File: config.mk
export PLATFORM = sky130hd
export DESIGN_NAME = acc_scheduler
export DESIGN_NICKNAME = d
export VERILOG_FILES = /design/src/rtl/acc_scheduler.sv
export SDC_FILE = /design/constraint.sdc
export NUM_CORES = 1
export LEC_CHECK = 0
export BUFFER_PORTS_ARGS = -buffer_cell sky130_fd_sc_hd__buf_2
export CAP_MARGIN = 10
export CORE_MARGIN = 2
export CORE_UTILIZATION = 47
export DETAILED_ROUTE_END_ITERATION = 16
export HOLD_SLACK_MARGIN = 0.02
export PLACE_DENSITY = 0.89
export SETUP_SLACK_MARGIN = 0.4
export SLEW_MARGIN = 20
export SYNTH_ARGS = -nofsm -noshare
export SYNTH_HDL_FRONTEND = slang
export SYNTH_SLANG_ARGS = --single-unit
File: constraint.sdc
create_clock -name ck -period 3.3 [get_ports ck]
set_input_delay 0.33 -clock ck [delete_from_list [all_inputs] [get_ports ck]]
set_output_delay 0.33 -clock ck [all_outputs]
set_load 0.01 [all_outputs]
File: src/rtl/acc_scheduler.sv
// Round-robin scheduler sharing one accumulator among NUM_REQ requesters (IDLE -> EXEC -> RESP).
// Define ACC_SCHED_SATURATE_EN for unsigned-saturating accumulation with a sticky ovf flag.
module acc_scheduler #(
  parameter int NUM_REQ    = 4,
  parameter int DATA_WIDTH = 32,
  parameter int ID_WIDTH   = $clog2(NUM_REQ)
) (
  input  logic                          ck,
  input  logic                          arst,
  input  logic [NUM_REQ-1:0]            req_valid,
  output logic [NUM_REQ-1:0]            req_ready,
  input  logic [NUM_REQ*DATA_WIDTH-1:0] req_data,
  input  logic                          clear,
  output logic [DATA_WIDTH-1:0]         acc_data,
  output logic                          rsp_valid,
  output logic [ID_WIDTH-1:0]           rsp_id,
  output logic                          busy,
  output logic                          ovf
);

  typedef enum logic [1:0] {IDLE, EXEC, RESP} state_t;

  state_t                r_state;
  state_t                w_state_nxt;
  logic                  r_clr_pend;
  logic [ID_WIDTH-1:0]   r_rr_ptr;
  logic [ID_WIDTH-1:0]   r_id;
  logic [DATA_WIDTH-1:0] r_acc;
  logic [DATA_WIDTH-1:0] r_opnd;

  logic                  w_clr_act;
  logic                  w_found;
  logic                  w_grant;
  logic [ID_WIDTH-1:0]   w_idx;
  logic [ID_WIDTH-1:0]   w_win;
  logic [ID_WIDTH-1:0]   w_ptr_nxt;
  logic [DATA_WIDTH-1:0] w_sum;

  // A clear seen this cycle counts as pending so it beats a same-cycle request.
  assign w_clr_act = r_clr_pend | clear;

  always_comb begin
    w_found = 1'b0;
    w_win   = '0;
    w_idx   = '0;
    for (int i = 0; i < NUM_REQ; i++) begin
      w_idx = ID_WIDTH'((int'(r_rr_ptr) + i) % NUM_REQ);
      if (!w_found && req_valid[w_idx]) begin
        w_found = 1'b1;
        w_win   = w_idx;
      end
    end
  end

  assign w_grant   = (r_state == IDLE) && !w_clr_act && w_found;
  assign req_ready = w_grant ? (NUM_REQ'(1) << w_win) : '0;
  assign w_ptr_nxt = (w_win == ID_WIDTH'(NUM_REQ - 1)) ? '0 : (w_win + ID_WIDTH'(1));

  always_comb begin
    w_state_nxt = r_state;
    case (r_state)
      IDLE:    if (w_grant) w_state_nxt = EXEC;
      EXEC:    w_state_nxt = RESP;
      RESP:    w_state_nxt = IDLE;
      default: w_state_nxt = IDLE;
    endcase
  end

`ifdef ACC_SCHED_SATURATE_EN
  logic [DATA_WIDTH:0] w_add;
  logic                r_ovf;

  // MSB of the result flags that the sum was clamped.
  function automatic logic [DATA_WIDTH:0] f_sat_add(input logic [DATA_WIDTH-1:0] a,
                                                    input logic [DATA_WIDTH-1:0] b);
    logic [DATA_WIDTH:0] s;
    s = {1'b0, a} + {1'b0, b};
    return s[DATA_WIDTH] ? {1'b1, {DATA_WIDTH{1'b1}}} : s;
  endfunction

  assign w_add = f_sat_add(r_acc, r_opnd);
  assign w_sum = w_add[DATA_WIDTH-1:0];

  always_ff @(posedge ck or posedge arst) begin
    if (arst) begin
      r_ovf <= 1'b0;
    end else if (r_state == IDLE && w_clr_act) begin
      r_ovf <= 1'b0;
    end else if (r_state == EXEC && w_add[DATA_WIDTH]) begin
      r_ovf <= 1'b1;
    end
  end

  assign ovf = r_ovf;
`else
  function automatic logic [DATA_WIDTH-1:0] f_wrap_add(input logic [DATA_WIDTH-1:0] a,
                                                       input logic [DATA_WIDTH-1:0] b);
    return a + b;
  endfunction

  assign w_sum = f_wrap_add(r_acc, r_opnd);
  assign ovf   = 1'b0;
`endif

  always_ff @(posedge ck or posedge arst) begin
    if (arst) begin
      r_state    <= IDLE;
      r_acc      <= '0;
      r_rr_ptr   <= '0;
      r_clr_pend <= 1'b0;
      r_id       <= '0;
    end else begin
      r_state <= w_state_nxt;
      if (r_state == IDLE && w_clr_act) begin
        r_acc      <= '0;
        r_clr_pend <= 1'b0;
      end else if (clear) begin
        r_clr_pend <= 1'b1;
      end
      if (w_grant) begin
        r_rr_ptr <= w_ptr_nxt;
        r_id     <= w_win;
      end
      if (r_state == EXEC) begin
        r_acc <= w_sum;
      end
    end
  end

  // Operand is pure data: captured on the handshake only, no reset needed.
  always_ff @(posedge ck) begin
    if (w_grant) begin
      r_opnd <= req_data[w_win*DATA_WIDTH +: DATA_WIDTH];
    end
  end

  assign acc_data  = r_acc;
  assign rsp_valid = (r_state == RESP);
  assign rsp_id    = r_id;
  assign busy      = (r_state != IDLE);

endmodule

# Word level (Yosys, flattened, before mapping)
# Index checks and enable logic that the tools add are counted.
# W data, S select, Z words.
dict set report op_classes {
  n_addsub 5
  magnitude_cmp 4
  n_eq_ne 4
  n_shift 2
  mux 24
  n_bitwise 1
  reduce_logical 14
}
# operator count
set op_table {}
lappend op_table {{$shiftx A128 B8 Y32} 1}
lappend op_table {{$mux W32} 2}
lappend op_table {{$add A32 B32 Y32} 1}
lappend op_table {{$lt A2 B3 Y1 const B} 4}
lappend op_table {{$mux W2} 6}
lappend op_table {{$mux W1} 10}
lappend op_table {{$bmux W1 S2} 4}
lappend op_table {{$logic_and A1 B1 Y1} 6}
lappend op_table {{$reduce_bool A2 Y1} 3}
lappend op_table {{$add A2 B1 Y2 const B} 2}
lappend op_table {{$add A2 B2 Y2 const B} 2}
lappend op_table {{$eq A2 B2 Y1 const B} 2}
lappend op_table {{$logic_not A1 Y1} 4}
lappend op_table {{$mux W4} 1}
lappend op_table {{$pmux W2 S2} 1}
lappend op_table {{$shl A1 B2 Y4 const A} 1}
lappend op_table {{$eq A2 B1 Y1 const B} 1}
lappend op_table {{$logic_not A2 Y1} 1}
lappend op_table {{$ne A2 B2 Y1 const B} 1}
lappend op_table {{$or A1 B1 Y1} 1}
dict set report totals {
  regBits 71
  input_bits 135
  out_inout_bits 41
}

# Logic depth before layout (Yosys ltp)
# Gate-level depths: netlist (run 1).
dict set report depth {
  depth_word 15
  depth_mapped 11
  ltp_nobuf 11
}

# Worst setup path before layout (run 1)
# No wires, ideal clock.
dict set report synth_timing {
  path_type {register to output}
  startpoint {register r_state[0]}
  endpoint {output req_ready[0]}
  arrival_time_ns 2.939
  required_time_ns 2.970
  setup_slack_ns 0.031
  path_stages_with_launch 5
  path_buffers 0
  path_cell_list {dfrtp_1 nor2_1 nand2_1 a31oi_1 and2_1}
}
dict set report synth_between {
  elab_chain_len 4
}
# item line_no
set synth_lines {}
lappend synth_lines {{start: declaration} 23} ;# state_t r_state;
lappend synth_lines {{start signal: assignment} 113} ;# r_state <= w_state_nxt;
lappend synth_lines {{$logic_not A2 Y1} 55} ;# assign w_grant = (r_state == IDLE) && !w_clr_act && w_found;
lappend synth_lines {{$logic_and A1 B1 Y1 (2 in series)} 55}
lappend synth_lines {{net w_grant} 33} ;# logic w_grant;
lappend synth_lines {{$mux W4} 56} ;# assign req_ready = w_grant ? (NUM_REQ'(1) << w_win) : '0;
lappend synth_lines {{end: declaration} 11} ;# output logic [NUM_REQ-1:0] req_ready,
# The timed path passes the listed nets, and every way through them passes these cells.

# Worst setup path in the final report (run 1)
dict set report layout_timing {
  startpoint {register r_acc[11], in the netlist acc_data[11]}
  endpoint {register r_acc[30], in the netlist acc_data[30]}
}
dict set report layout_between {
  elab_chain_len 2
}
# item line_no
set layout_lines {}
lappend layout_lines {{start: declaration} 28} ;# logic [DATA_WIDTH-1:0] r_acc;
lappend layout_lines {{start signal: assignment} 125} ;# r_acc <= w_sum;
lappend layout_lines {{$add A32 B32 Y32} 98} ;# return a + b;
lappend layout_lines {{$mux W32} 124} ;# if (r_state == EXEC) begin
# Every way passes these cells.
# A chain may end at the register's enable or synchronous reset.

==> results.json, run 1 <==
{
  "outcome": "complete, no violations",
  "ys_types": 64,
  "critPathArrivalTime_ns": 2.96,
  "netlist_area_um2": 5359,
  "switching_share_pct": 44.31,
  "synth_top_area_cell": "dfrtp_1",
  "fin_crit_ns": 2.717,
  "wl_um": 15660,
  "drive_gt1_share_pct": 27.64,
  "htree_levels": 3,
  "initialDrtViolationCount": 285,
  "post-route-period-util_pct": 82.34,
  "synth_common_cells": "nand2_1 (174), a31oi_1 (42), dfrtp_1 (39)",
  "p_per_area_nw_per_um2": 910.5,
  "ys.flop_type": "dfrtp_1",
  "comb_power_share_pct": 56.4,
  "crit_type": "reg2reg",
  "cts_buffers": 9,
  "dp_hpwl_um": 11910,
  "cts_buffer_depth": 2,
  "irDropWorstVdd_mv": 0.5890,
  "hold_class": "in2async",
  "report.final.slew_viol_count": 0,
  "dp_slack_ns": 0.6200,
  "critPathCaptureType": "flop",
  "grtUsageTotal_pct": 25.72,
  "cts_setup_buffers": 0,
  "p_int_mw": 3.399,
  "setup_ws_ns": 0.5826,
  "clk_pin_slew_ns": 0.06,
  "globalplace.congestion": 0.9488,
  "p_switching_mw": 2.704,
  "die_w_um": 110.8,
  "register_area_um2": 1937,
  "fillerInstances": 936,
  "hold_viol": 0,
  "synthArstFlopShare_pct": 54.93,
  "io_pins": 176,
  "cts_hold_repair.buffers": 0,
  "r2r_end": "acc_data[30]$_DFFE_PP0P_",
  "p_leak_nw": 3.322,
  "initial_core_util_pct": 48.79,
  "clock_sinks": 71,
  "rsz0062_at_grt": "no",
  "worst-r2r-setup-slack_ns": 0.58,
  "dieArea_um2": 12270,
  "multi_input_area_um2": 3214,
  "drtPass1Iterations": 7,
  "cts_tree": "done",
  "dp_cells": 938,
  "wl_per_cell_um": 16.42,
  "ant_nets": 0,
  "grt_overflow": 0,
  "ys_seq_area_share_pct": 36.14,
  "buffer_ports.inserted": 174,
  "grt_pass1_wl_um": 26000,
  "synth_seq_cells": 71,
  "final.setup.tns_ns": 0,
  "stdcell_count": 954,
  "synth.avg_cell_area_um2": 8.182,
  "vias_per_cell": 5.779,
  "syn-num-nets": 826,
  "setup_violations": 0,
  "vias": 5513,
  "area_growth_pct": 25.08,
  "power_frac_seq_pct": 25.4,
  "grt_max_degree": 44,
  "r2r_start": "acc_data[11]$_DFFE_PP0P_",
  "startpoint_type": "flop",
  "synth.most_common_cell": "nand2_1",
  "crit_fanout": 9,
  "max_freq_mhz": 368.0,
  "synth_edf_count": 32,
  "cp.required_ns": 3.55,
  "drv_cap": 0,
  "clockPowerShare_pct": 18.2,
  "yosysWarnings": 0,
  "syn_inst": 655,
  "grt_pass1_vias": 5385,
  "worstMarginPinSlew_ns": 0.6865,
  "relSlewSlack_pct": 54.24,
  "synth_area_leaders": "dfrtp_1 (18%), edfxtp_1 (18%), nand2_1 (12%)",
  "nets": 980,
  "antenna_found_initial": 0,
  "clock_latency_ns": 0.34,
  "die_h_um": 110.8,
  "drcViolationCount": 0,
  "synth_top_area_share_pct": 18.21,
  "finalClockSkew_ns": 0.01304,
  "floorplan.rows": 38,
  "n_antenna_cell": 0,
  "root_buffer": "clkbuf_16",
  "fp.coreArea_um2": 10980,
  "r2r_cells": 9
}
## stage by stage
step | cell area (µm²) | power (mW) | hold WS [ns] | util, %
3_3_place_gp | 6346 | 4.853 | 0.4847 | 57.78
5_1_grt | 6703 | 6.565 | 0.1902 | 61.03
3_5_place_dp | 6346 | 4.932 | 0.4975 | 57.78
2_1_floorplan | 5365 | 3.977 | 0.4854 | -
4_1_cts | 6690 | 6.078 | 0.1498 | 60.91
6_report | 6703 | 6.103 | 0.1210 | 61.03
## final cells by class
cell class,instances,area share [%]
clock buffer,12,3.995
timing repair buffer,186,14.34
sequential,71,28.90
tap,140,2.613
multi-input combinational,522,47.96
clock inverter,4,1.139
inverter,19,1.064
## worst max-delay path by stage
stage | start | end | slack [ns] | depth (start not counted)
floorplan | acc_data[18]$_DFFE_PP0P_ | acc_data[25]$_DFFE_PP0P_ | 0.78 | 10
global placement | acc_data[7]$_DFFE_PP0P_ | acc_data[24]$_DFFE_PP0P_ | 0.70 | 9
detailed placement | acc_data[18]$_DFFE_PP0P_ | acc_data[25]$_DFFE_PP0P_ | 0.62 | 9
CTS | acc_data[0]$_DFFE_PP0P_ | acc_data[24]$_DFFE_PP0P_ | 0.57 | 11
global route | acc_data[0]$_DFFE_PP0P_ | acc_data[24]$_DFFE_PP0P_ | 0.41 | 11
finish | acc_data[11]$_DFFE_PP0P_ | acc_data[30]$_DFFE_PP0P_ | 0.58 | 9
## power groups by stage
| stage | combinational (mW) | sequential (mW) | clock, mW |
|---|---|---|---|
| 2_1_floorplan | 2.43 | 1.55 | 0 |
| 3_3_place_gp | 3.31 | 1.54 | 0 |
| 3_5_place_dp | 3.38 | 1.56 | 0 |
| 4_1_cts | 3.41 | 1.54 | 1.12 |
| 5_1_grt | 3.82 | 1.58 | 1.16 |
| 6_report | 3.44 | 1.55 | 1.11 |
## cell usage in the layout (no fill, tap or decap), types with 3 or more instances in the layout
| cell | instances |
|---|---|
| o21ai_0 | 37 |
| or3_1 | 3 |
| o21a_1 | 3 |
| ha_1 | 35 |
| inv_1 | 16 |
| nor3_1 | 5 |
| and2_1 | 5 |
| nor2_1 | 24 |
| o211ai_1 | 5 |
| dfrtp_1 | 39 |
| o31ai_1 | 3 |
| and3_1 | 38 |
| edfxtp_1 | 32 |
| o21bai_1 | 5 |
| nand2_1 | 174 |
| xor2_1 | 10 |
| a21oi_1 | 25 |
| buf_2 | 174 |
| mux2_2 | 5 |
| xnor2_1 | 11 |
| a31oi_1 | 40 |
| a21o_1 | 19 |
| clkbuf_16 | 10 |
| buf_4 | 12 |
| a32o_1 | 3 |
| nand3_1 | 12 |
| nand4_1 | 9 |
## worst max-delay path, stage by stage, from the launching register on
cell	delay [ns]
dfrtp_1	0.40
ha_1	0.48
a21o_1	0.19
a21o_1	0.11
a21oi_1	0.08
o311ai_0	0.54
a31oi_2	0.16
o21ai_0	0.38
nand4b_1	0.17
o211ai_1	0.11
## registers in the layout, summed over array words and instances (netlist names)
signal,flops
acc_data,32
r_clr_pend,1
r_opnd,32
r_rr_ptr,2
r_state,2
rsp_id,2
## metal layers
layer  track usage [%]  wire [µm]
met1             32.68       6703
met2             44.34       7550
met3             5.085       1131
met4             7.750        277
met5                 0          0
## timing repair
item / in CTS / in global routing
endpoints found under the setup margin: 0 / 4
hold endpoints to repair: 0 / 0
resized for setup: 0 / 4
## cell families (layout without fill, tap and decap cells)
group / Yosys count / after routing / synth area share [%]
AO/OA/AOI/OAI: 170 / 170 / 21.43
flip-flops: 71 / 71 / 36.14
buffers and inverters: 62 / 221 / 4.740
multiplexers: 7 / 7 / 1.424
other: 1 / 1 / 0.06998
AND/OR/NAND/NOR: 287 / 287 / 24.21
adder cells (fa/ha/maj): 36 / 36 / 8.545
XOR/XNOR: 21 / 21 / 3.432
No activity file was read; power rests on OpenSTA's default activity.
==> run 2: changes to the inputs <==
- CORE_UTILIZATION: 47 -> 52
- PLACE_DENSITY: 0.89 -> 0.93
- clock period: 3.3 -> 2.67 ns (I/O delays scaled with it)
==> results.json, run 2 (synthesized netlist as in run 1, its figures left out) <==
{
  "outcome": "complete, no violations",
  "rsz0062_at_grt": "yes",
  "grt_max_degree": 40,
  "hold_class": "in2async",
  "vias": 6209,
  "clk_pin_slew_ns": 0.10,
  "cts_buffers": 9,
  "globalplace.congestion": 0.9691,
  "startpoint_type": "flop",
  "htree_levels": 3,
  "grt_overflow": 0,
  "path_cells": "ha_4 > a2111oi_4 > a2111o_1 > a21oi_4 > o21ai_2 > a21oi_2 > or3_1 > a32o_1",
  "max_freq_mhz": 387.6,
  "antenna_found_initial": 0,
  "final_cell_mix": "nand2_1 (174), buf_2 (174), buf_4 (54)",
  "worstMarginPinSlew_ns": 0.6969,
  "wl_um": 19160,
  "area_growth_pct": 40.23,
  "critPathTopFamily": "compound AO/OA/AOI/OAI gates",
  "multi_input_area_um2": 3664,
  "dieArea_um2": 11130,
  "register_area_um2": 1937,
  "ant_nets": 0,
  "critPathCaptureType": "flop",
  "clock_latency_ns": 0.36,
  "grt_pass1_wl_um": 27040,
  "grt_pass1_vias": 5662,
  "wl_per_cell_um": 19.12,
  "setup_ws_ns": 0.09003,
  "floorplan.rows": 37,
  "nets": 1032,
  "p_leak_nw": 3.592,
  "clock_sinks": 71,
  "critPathArrivalTime_ns": 2.82,
  "drv_cap": 0,
  "dp_slack_ns": 0.1012,
  "initial_core_util_pct": 52.62,
  "root_buffer": "clkbuf_8",
  "grtUsageTotal_pct": 30.50,
  "io_pins": 176,
  "cp_slowest_cell": "a2111oi_4",
  "fillerInstances": 688,
  "setup_violations": 0,
  "crit_type": "reg2reg",
  "initialDrtViolationCount": 768,
  "die_h_um": 105.5,
  "irDropWorstVdd_mv": 0.6393,
  "p_per_area_nw_per_um2": 1141,
  "fp.coreArea_um2": 10180,
  "vias_per_cell": 6.197,
  "drcViolationCount": 0,
  "drive_gt1_share_pct": 38.34,
  "finalClockSkew_ns": 0.02441,
  "cts_tree": "done",
  "relSlewSlack_pct": 53.54,
  "cts_buffer_depth": 2,
  "crit_fanout": 4,
  "finalPower_mw": 8.573,
  "cts_hold_repair.buffers": 0,
  "hold_viol": 0,
  "crit_buf_inv": 0,
  "slowest_delay_ns": 0.48,
  "report.final.slew_viol_count": 0,
  "fin_crit_ns": 2.580,
  "die_w_um": 105.5,
  "n_antenna_cell": 0,
  "post-route-period-util_pct": 96.63,
  "cp.required_ns": 2.91,
  "dp_hpwl_um": 11460,
  "buffer_ports.inserted": 174,
  "final.setup.tns_ns": 0,
  "drtPass1Iterations": 5
}
## run 2: cell count changes in the layout (fill, tap and decap cells not counted), sizes merged
cell      before  now
clkinv         3    4
buf          186  235
bufinv         2    1
bufbuf         0    2
clkinvlp       1    2
## run 2: routing by layer
layer  share of wire [%]  wire length (µm)  GRT usage, %
met5                   0                 0             0
met1                  37              7001         36.99
met2                  49              9318         53.64
met4                 4.8               917         12.50
met3                  10              1926         5.133
## run 2: worst reg2reg max path, cell delays in order (launching register included)
cell       delay, ns
dfrtp_1         0.44
ha_4            0.29
a2111oi_4       0.48
a2111o_1        0.35
a21oi_4         0.11
o21ai_2         0.19
a21oi_2         0.08
or3_1           0.30
a32o_1          0.22
## run 2: report_power, final
group | internal, mW | switching (mW)
Sequential | 1.65 | 0.330
Combinational | 2.52 | 3.21
Clock | 0.420 | 0.442
Total | 4.59 | 3.98
## run 2: layout make-up
| class | count | share of cell area (%) |
|---|---|---|
| flip-flops and latches | 71 | 25.77 |
| repair buffers | 237 | 19.13 |
| well taps | 136 | 2.264 |
| inverters | 19 | 1.365 |
| clock buffers | 12 | 2.214 |
| clock inverters | 4 | 0.3830 |
| multi-input cells | 522 | 48.75 |
| repair inverters | 1 | 0.1166 |
## run 2: final timing paths
| check | slack [ns] | endpoint | cells after the start | startpoint |
|---|---|---|---|---|
| max | 0.09 | acc_data[19]$_DFFE_PP0P_ | 8 | acc_data[6]$_DFFE_PP0P_ |
| max in group asynchronous | 2.24 | acc_data[22]$_DFFE_PP0P_ | 3 | arst |
| max reg2reg | 0.09 | acc_data[19]$_DFFE_PP0P_ | 8 | acc_data[6]$_DFFE_PP0P_ |
| min | 0.04 | acc_data[4]$_DFFE_PP0P_ | 3 | arst |
| min reg2reg | 0.51 | rsp_id[1]$_DFFE_PP0P_ | 1 | rsp_id[1]$_DFFE_PP0P_ |
| min in group ck | 0.19 | r_clr_pend$_DFFE_PP0P_ | 3 | clear |
## run 2: what timing repair did
item | in CTS | in global routing
gates resized for setup | 38 | 55
endpoints found under the setup margin | 27 | 28
cloned | 2 | 1
buffers inserted | 14 | 28
pin swaps | 17 | 43
## run 2: per-stage QoR
step	cells	hold slack [ns]	utilization, %	instance area [µm²]
floorplan	655	0.4224	-	5424
global placement	941	0.4282	63.42	6459
detailed placement	941	0.4324	63.42	6459
CTS	973	0.06127	68.85	7012
global route	1002	0.1015	73.78	7515
finish	1002	0.03818	73.78	7515
==> run 3: changes to the inputs <==
- PLACE_DENSITY: 0.93 -> 0.82
==> results.json, run 3 (synthesized netlist as in run 1, its figures left out) <==
{
  "drive_gt1_share_pct": 38.32,
  "antenna_found_initial": 0,
  "startpoint": "r_opnd[1]$_DFFE_PP_",
  "grtUsageTotal_pct": 30.47,
  "cp_slowest_cell": "a2111o_1",
  "n_antenna_cell": 0,
  "drtPass1Iterations": 6,
  "hold_viol": 0,
  "htree_levels": 3,
  "hold_class": "in2async",
  "drv_cap": 0,
  "grt_pass1_wl_um": 26860,
  "area_growth_pct": 39.81,
  "grt_overflow": 0,
  "setup_violations": 0,
  "fillerInstances": 749,
  "fin_util_pct": 73.56,
  "vias": 5993,
  "holdWs_ns": 0.04199,
  "grt_pass1_vias": 5603,
  "ant_nets": 0,
  "fin_crit_ns": 2.612,
  "final.setup.tns_ns": 0,
  "irDropWorstVdd_mv": 0.6450,
  "io_pins": 176,
  "buffer_ports.inserted": 174,
  "globalplace.congestion": 0.9514,
  "dp_hpwl_um": 11850,
  "startpoint_type": "flop",
  "initial_core_util_pct": 52.62,
  "cts_buffer_depth": 2,
  "report.final.slew_viol_count": 0,
  "r2r_end": "acc_data[25]$_DFFE_PP0P_",
  "clock_latency_ns": 0.37,
  "floorplan.rows": 37,
  "rsz0062_at_grt": "yes",
  "grt_max_degree": 40,
  "wl_per_cell_um": 18.01,
  "die_h_um": 105.5,
  "path_common_cell": "o211ai_1",
  "p_per_area_nw_per_um2": 1132,
  "r2r_start": "r_opnd[1]$_DFFE_PP_",
  "slowest_delay_ns": 0.50,
  "root_buffer": "clkbuf_8",
  "post-route-period-util_pct": 97.83,
  "p_leak_nw": 3.627,
  "clk_pin_slew_ns": 0.10,
  "fp.coreArea_um2": 10180,
  "finalPower_mw": 8.481,
  "crit_type": "reg2reg",
  "outcome": "complete, no violations",
  "nets": 1035,
  "r2r_cells": 10,
  "crit_fanout": 5,
  "critPathArrivalTime_ns": 2.85,
  "critPathCapture": "acc_data[25]$_DFFE_PP0P_",
  "initialDrtViolationCount": 514,
  "worstMarginPinSlew_ns": 0.7177,
  "path_cells": "ha_4 > a211o_2 > o211ai_1 > a2111o_1 > a21oi_4 > o21ai_2 > buf_4 > and2_4 > a41oi_1 > o211ai_1",
  "max_freq_mhz": 382.9,
  "vias_per_cell": 5.963,
  "drcViolationCount": 0,
  "cts_buffers": 9,
  "wl_um": 18100,
  "cts_tree": "done",
  "die_w_um": 105.5,
  "cts_hold_repair.buffers": 0,
  "clock_sinks": 71,
  "final_cell_mix": "nand2_1 (173), buf_2 (173), buf_4 (54)",
  "critPathCaptureType": "flop",
  "dieArea_um2": 11130,
  "finalClockSkew_ns": 0.02440,
  "worst-r2r-setup-slack_ns": 0.06,
  "cp.required_ns": 2.91,
  "relSlewSlack_pct": 52.15
}
-- run 3: cell count changes in the layout (fill, tap and decap cells not counted), sizes merged --
cell      change
buf           +3
bufinv        +1
clkbuf        -2
clkinvlp      -2
clkinv        +2
inv           +1
-- run 3: how the worst min path moves through the flow --
stage	start	to	slack [ns]	cells past startpoint
detailed placement	arst	rsp_id[1]$_DFFE_PP0P_	0.45	3
CTS	arst	rsp_id[1]$_DFFE_PP0P_	0.06	3
global placement	arst	rsp_id[1]$_DFFE_PP0P_	0.43	3
global route	arst	acc_data[5]$_DFFE_PP0P_	0.09	3
floorplan	clear	r_clr_pend$_DFFE_PP0P_	0.42	2
finish	arst	acc_data[5]$_DFFE_PP0P_	0.04	3
-- run 3: final cells by class --
cell class              instances  area, µm²  area share (%)
clock buffers                   9      123.9           1.653
clock inverters                 7      87.58           1.169
inverters                      19      71.32          0.9519
multi-input cells             522       3598           48.03
flip-flops and latches         71       1938           25.87
well taps                     136      170.2           2.271
repair buffers                241       1503           20.06
-- run 3: layer usage --
layer  routed length [µm]  GRT usage (%)
met5                    0              0
met4                  856          15.13
met3                 1414          5.133
met2                 8833          51.11
met1                 6994          37.96
-- run 3: worst max-delay path, delay by kind of cell, from the launching register on --
family	cells	cell delay, ns
adder cells (fa/ha/maj)	1	0.30
buffers and inverters	1	0.15
AND/OR/NAND/NOR	1	0.17
flip-flops	1	0.43
AO/OA/AOI/OAI	7	1.45
-- run 3: where the power goes --
group	switching [mW]	internal (mW)	leakage [nW]	total, mW
combinational	3.10	2.47	2.71	5.57
sequential	0.292	1.65	0.809	1.94
clock	0.451	0.520	0.110	0.971
-- run 3: stage by stage --
stage               setup slack, ns  instances  area [µm²]
finish                      0.05802       1005        7492
global route               0.003997       1005        7492
CTS                          0.1609        984        7086
detailed placement          0.09817        939        6431
global placement             0.1590        939        6431
floorplan                    0.2583        655        5424
-- run 3: repair_timing --
item                                    CTS  global route
pin swaps                                20            28
hold endpoints to repair                  0             0
cloned                                    2             1
gates resized for setup                  40            55
setup buffers                            27            20
endpoints found under the setup margin   23            26
